## src/rtl/fht_transpose_8x8_if.sv

```systemverilog
// Stream bundle for the 8x8 FHT transpose buffer: row-major samples in, column-major samples out.
interface fht_transpose_8x8_if #(
    parameter int W = 11
);
    logic         in_valid;
    logic [W-1:0] in_data;
    logic         out_valid;
    logic [W-1:0] out_data;
    logic         out_sof;
    logic         busy;

    modport master (
        output in_valid, in_data,
        input  out_valid, out_data, out_sof, busy
    );

    modport slave (
        input  in_valid, in_data,
        output out_valid, out_data, out_sof, busy
    );
endinterface

```

## src/rtl/fht_transpose_8x8.sv

```systemverilog
// Ping-pong 8x8 transpose buffer between the row and column 1-D FHT passes.
// Optional FHT_TRANSPOSE_SCALE_EN adds a rounded 1/8 output scale and one extra output stage.
module fht_transpose_8x8 #(
    parameter int W = 11
) (
    input  logic                 sclk,
    input  logic                 rst,
    fht_transpose_8x8_if.slave   bus
);
    typedef enum logic [1:0] {EMPTY, FILLING, FULL, DRAINING} bank_st_t;

`ifdef FHT_TRANSPOSE_SCALE_EN
    localparam int STAGES = 2;
`else
    localparam int STAGES = 1;
`endif

    bank_st_t      st [2];
    logic          wbank, rbank;
    logic [5:0]    wcnt, rcnt;
    logic [W-1:0]  mem [128];
    logic [6:0]    rd_addr;
    logic [W-1:0]  rd_data;
    logic [STAGES:0] vld_pipe, sof_pipe;
    logic          rd_go;

    // The reader keeps issuing while its bank is FULL (first read) or DRAINING.
    assign rd_go = (st[rbank] == FULL) || (st[rbank] == DRAINING);

    always_ff @(posedge sclk) begin
        if (bus.in_valid)
            mem[{wbank, wcnt}] <= bus.in_data;
    end

    always_ff @(posedge sclk) begin
        if (rst) begin
            st[0]    <= EMPTY;
            st[1]    <= EMPTY;
            wbank    <= 1'b0;
            rbank    <= 1'b0;
            wcnt     <= '0;
            rcnt     <= '0;
            rd_addr  <= '0;
            vld_pipe <= '0;
            sof_pipe <= '0;
        end else begin
            vld_pipe <= {vld_pipe[STAGES-1:0], rd_go};
            sof_pipe <= {sof_pipe[STAGES-1:0], rd_go && (rcnt == 6'd0)};
            if (bus.in_valid) begin
                wcnt <= wcnt + 6'd1;
                if (wcnt == 6'd63) begin
                    st[wbank] <= FULL;
                    wbank     <= ~wbank;
                end else if (st[wbank] == EMPTY) begin
                    st[wbank] <= FILLING;
                end
            end
            // Writer and reader never own the same bank, so both updates can land on one edge.
            if (rd_go) begin
                rd_addr <= {rbank, rcnt[2:0], rcnt[5:3]};
                rcnt    <= rcnt + 6'd1;
                if (rcnt == 6'd63) begin
                    st[rbank] <= EMPTY;
                    rbank     <= ~rbank;
                end else if (st[rbank] == FULL) begin
                    st[rbank] <= DRAINING;
                end
            end
        end
    end

    always_ff @(posedge sclk) begin
        if (rst)
            rd_data <= '0;
        else if (vld_pipe[0])
            rd_data <= mem[rd_addr];
    end

`ifdef FHT_TRANSPOSE_SCALE_EN
    logic signed [W:0] rnd, shr;
    logic [W-1:0]      scl_data;

    // One guard bit keeps +4 from overflowing before the arithmetic shift.
    assign rnd = {rd_data[W-1], rd_data} + (W+1)'(4);
    assign shr = rnd >>> 3;

    always_ff @(posedge sclk) begin
        if (rst)
            scl_data <= '0;
        else if (vld_pipe[1])
            scl_data <= shr[W-1:0];
    end

    assign bus.out_data = scl_data;
`else
    assign bus.out_data = rd_data;
`endif

    assign bus.out_valid = vld_pipe[STAGES];
    assign bus.out_sof   = sof_pipe[STAGES];
    assign bus.busy      = (st[0] != EMPTY) || (st[1] != EMPTY);
endmodule

```

## src/flat_wrapper.sv

```systemverilog
// flat-port wrapper written by rule: the top's interface ports become plain ports
module fht_transpose_8x8_flat 
#(
    parameter int W = 11
)
  (sclk, rst, bus_in_valid, bus_in_data, bus_out_valid, bus_out_data, bus_out_sof, bus_busy);
  fht_transpose_8x8_if #(.W(W)) bus_i ();
  input  logic sclk;
  input  logic rst;
  input wire logic [$bits(bus_i.in_valid)-1:0] bus_in_valid;
  input wire logic [$bits(bus_i.in_data)-1:0] bus_in_data;
  output wire logic [$bits(bus_i.out_valid)-1:0] bus_out_valid;
  output wire logic [$bits(bus_i.out_data)-1:0] bus_out_data;
  output wire logic [$bits(bus_i.out_sof)-1:0] bus_out_sof;
  output wire logic [$bits(bus_i.busy)-1:0] bus_busy;
  assign bus_i.in_valid = bus_in_valid;
  assign bus_i.in_data = bus_in_data;
  assign bus_out_valid = bus_i.out_valid;
  assign bus_out_data = bus_i.out_data;
  assign bus_out_sof = bus_i.out_sof;
  assign bus_busy = bus_i.busy;
  fht_transpose_8x8 #(.W(W)) u_core (.sclk(sclk), .rst(rst), .bus(bus_i));
endmodule
```

## config.mk

```make
export PLATFORM = sky130hd
export DESIGN_NAME = fht_transpose_8x8_flat
export DESIGN_NICKNAME = d
export VERILOG_FILES = /design/src/rtl/fht_transpose_8x8_if.sv /design/src/rtl/fht_transpose_8x8.sv /design/src/flat_wrapper.sv
export SDC_FILE = /design/constraint.sdc
export NUM_CORES = 1
export LEC_CHECK = 0
export CELL_PAD_IN_SITES_DETAIL_PLACEMENT = 0
export CELL_PAD_IN_SITES_GLOBAL_PLACEMENT = 2
export CORE_ASPECT_RATIO = 1.1
export CORE_UTILIZATION = 50
export DETAILED_ROUTE_END_ITERATION = 10
export PLACE_DENSITY = 0.84
export SKIP_LAST_GASP = 1
export SYNTH_ARGS = -nofsm -noshare
export SYNTH_HDL_FRONTEND = slang
export SYNTH_SLANG_ARGS = --single-unit
```

## constraint.sdc

```tcl
create_clock -name sclk -period 2.8 [get_ports sclk]
set_input_delay 0.42 -clock sclk [delete_from_list [all_inputs] [get_ports sclk]]
set_output_delay 0.42 -clock sclk [all_outputs]
set_load 0.02 [all_outputs]
```

==> impl_metrics.tcl <==
set metrics [dict create \
    clock_skew_ns 0.0226 \
    gr-total-overflow 0 \
    max_cap_viol_count 0 \
    htreeDepth 4 \
    slew_violations 0 \
    die_x_um 323 \
    nFillCells 8059 \
    cts_tree "yes" \
    grt_setup_unrepaired "true" \
    critPathRequiredTime_ns 3.41 \
    routabilityCongestion 0.880 \
    initial_core_util_pct 50.4 \
    setup_violations 0 \
    hold_class "input port to flop" \
    final_cell_mix "edfxtp_1 (1,412), mux4_2 (283), buf_4 (278)" \
    synth-edff-count 1412 \
    synth_area_leader_cell "edfxtp_1" \
    synthArstFlopShare_pct 0 \
    crit_path_end "u_core.bus.out_data[2]" \
    final.setup.tns_ns 0 \
    powerDensity_nw_per_um2 673 \
    drc 0 \
    r2r-end "u_core.bus.out_data[2]" \
    grt_max_degree 91 \
    placed_area_um2 60300 \
    end_kind "flop" \
    area_growth_syn_to_layout_pct 15.5 \
    yosys_warnings 0 \
    startpoint "u_core.rd_addr[0]" \
    r2r_start "u_core.rd_addr[0]" \
    first_pass_iters 6 \
    final_common_cell "edfxtp_1" \
    io_buffer_count 27 \
    syn_nets 2802 \
    whs_ns 0.125 \
    grt_pass1_wl_um 198000 \
    status "finished clean" \
    hold_viol 0 \
    min_period_over_period_pct 99.0 \
    track_usage_pct 24.1 \
    core_area_um2 112000 \
    r2r_cells 10 \
    critPathArrivalTime_ns 3.38 \
    cts-root-buf "clkbuf_16" \
    synthTopCellsByArea "edfxtp_1 (75%), mux4_2 (11%), mux2i_1 (3.1%)" \
    die_area_um2 114000 \
    rows 129 \
    worst_slew_margin_rel_pct 30.0 \
    worstSkewPairLatency_ns 0.77 \
    fin_area_um2 65300 \
    regToRegSetupSlack_ns 0.03 \
    synth_top_flop_cell "edfxtp_1" \
    worstMarginPinSlew_ns 1.05 \
    viasPerCell 6.05 \
    vias 28600 \
    synth_top_area_share_pct 75.0 \
    syn_area_um2 56600 \
    crit_type "flop to flop" \
    nets 3127 \
    routed_wirelength_um 136000 \
    drt_iter0_drc 3482 \
    grt_pass1_vias 28900 \
    whs_path_depth 1 \
    die_h_um 355 \
    cellLeakagePower_nw 20.3 \
    dp.cells 4457 \
    final_cell_count_no_fill 4731 \
    clk_path_buf_depth 3 \
    io_pins 28 \
    synth.distinct_cells 60 \
    clkTransAtPathRegs_ns 0.06 \
    ant_nets 0 \
    synth.avg_cell_area_um2 20.3 \
    insertedDiodeCount 0 \
    drive_gt1_share_pct 27.1 \
    ys_seq_area_share_pct 76.3 \
    critPathLaunchType "flop" \
    synth_cells 2785 \
    synth_seq_cells 1450 \
    hpwlAfterDp_um 84600 \
    ir_drop_uv 584 \
    clkSinkCount 1450 \
    min_from "bus_in_data[7]" \
    wl_per_cell_um 28.7 \
    min_period_ns 2.77 \
    antenna_found_initial 3 \
    cts_buffers 142 \
    path_max_fanout 12 \
    clock.fmax_ghz 0.361 \
]
-- logic make-up after synthesis --
kind of cell / after synthesis / synth area share (%)
AND/OR/NAND/NOR: 415 / 3.28
XOR/XNOR: 9 / 0.139
AO/OA/AOI/OAI: 277 / 3.44
flip-flops: 1450 / 76.3
buffers and inverters: 166 / 2.08
adder cells (fa/ha/maj): 3 / 0.0664
multiplexers: 465 / 14.7
-- cell type report --
type	instances	area (um^2)	area share, %
Inverter	8	30.0	0.0460
Clock buffer	163	3680	5.64
Sequential cell	1450	43200	66.1
Tap cell	1506	1880	2.89
Clock inverter	96	952	1.46
Timing Repair Buffer	339	3170	4.86
Multi-Input combinational cell	1169	12400	19.0
-- worst min path at each step --
stage / end / slack (ns)
finish: u_core.mem[2][7] / 0.12
global route: u_core.mem[34][2] / 0.10
CTS: u_core.mem[2][7] / 0.08
detailed placement: u_core.bus.out_data[9] / 0.50
global placement: u_core.bus.out_data[0] / 0.48
floorplan: u_core.sof_pipe[1] / 0.41
-- flip-flops by register name, indices dropped and copies added, names as in the netlist, named ones only --
signal	flops
u_core.bus.out_data	11
u_core.mem	1408
u_core.rbank	1
u_core.rcnt	6
u_core.rd_addr	7
u_core.sof_pipe	2
u_core.st	4
u_core.vld_pipe	2
u_core.wbank	1
u_core.wcnt	6
-- where the power goes --
group | internal (mW) | total (mW) | switching [mW]
Sequential | 23.8 | 23.9 | 0.0507
Clock | 10.9 | 19.0 | 8.08
Combinational | 0.274 | 1.07 | 0.799
-- synth_stat cells (all sizes together), types with 6 or more instances --
| cell type | instances |
|---|---|
| nor2b | 10 |
| mux4 | 290 |
| dfxtp | 38 |
| edfxtp | 1412 |
| a2111oi | 11 |
| a211oi | 41 |
| clkbuf | 49 |
| xor2 | 6 |
| o221ai | 25 |
| nor2 | 180 |
| a21oi | 48 |
| mux2i | 174 |
| a22oi | 30 |
| o22ai | 72 |
| nand2 | 108 |
| nor3 | 12 |
| o311a | 10 |
| and2 | 14 |
| buf | 108 |
| nor4 | 11 |
| inv | 8 |
| and3 | 12 |
| o21ai | 34 |
| nor3b | 10 |
| nand3 | 37 |
-- worst max-delay path, stage by stage, from the launching register on --
cell and delay [ns]:
dfxtp_4 0.38, buf_4 0.19, buf_12 0.19, buf_12 0.15
mux4_2 0.51, o22ai_2 0.20, a211oi_1 0.11, and3_1 0.29
nor4_4 0.33, buf_4 0.19, a2111oi_1 0.05
-- layer usage --
metal / vias to the layer above / global-route usage [%] / routed length, um
met5: - / 0 / 22
met4: 4 / 6.89 / 3390
met3: 183 / 5.04 / 11100
met2: 1271 / 38.8 / 67000
met1: 15000 / 33.7 / 54300
li1: 12200 / - / -
-- metrics by stage --
| stage | total power, mW | util, % | setup slack (ns) |
|---|---|---|---|
| final | 43.9 | 58.1 | 0.0287 |
| after global routing | 45.1 | 58.1 | -0.0374 |
| after CTS | 44.2 | 57.9 | -0.0435 |
| after detailed placement | 25.4 | 53.7 | -0.387 |
| after global placement | 25.4 | 53.7 | -0.322 |
| after floorplan | 24.7 | - | 0.407 |
-- timing repair --
action | 4_1_cts | 5_1_grt
resized for setup | 15 | 20
setup buffers | 3 | 9
pin swaps | 0 | 1
setup endpoints to repair | 10 | 10
gates cloned | 1 | 1
hold buffers | 1 | 0
endpoints found under the hold margin | 8 | 0
Note: power is estimated with default switching activity, not from simulation.
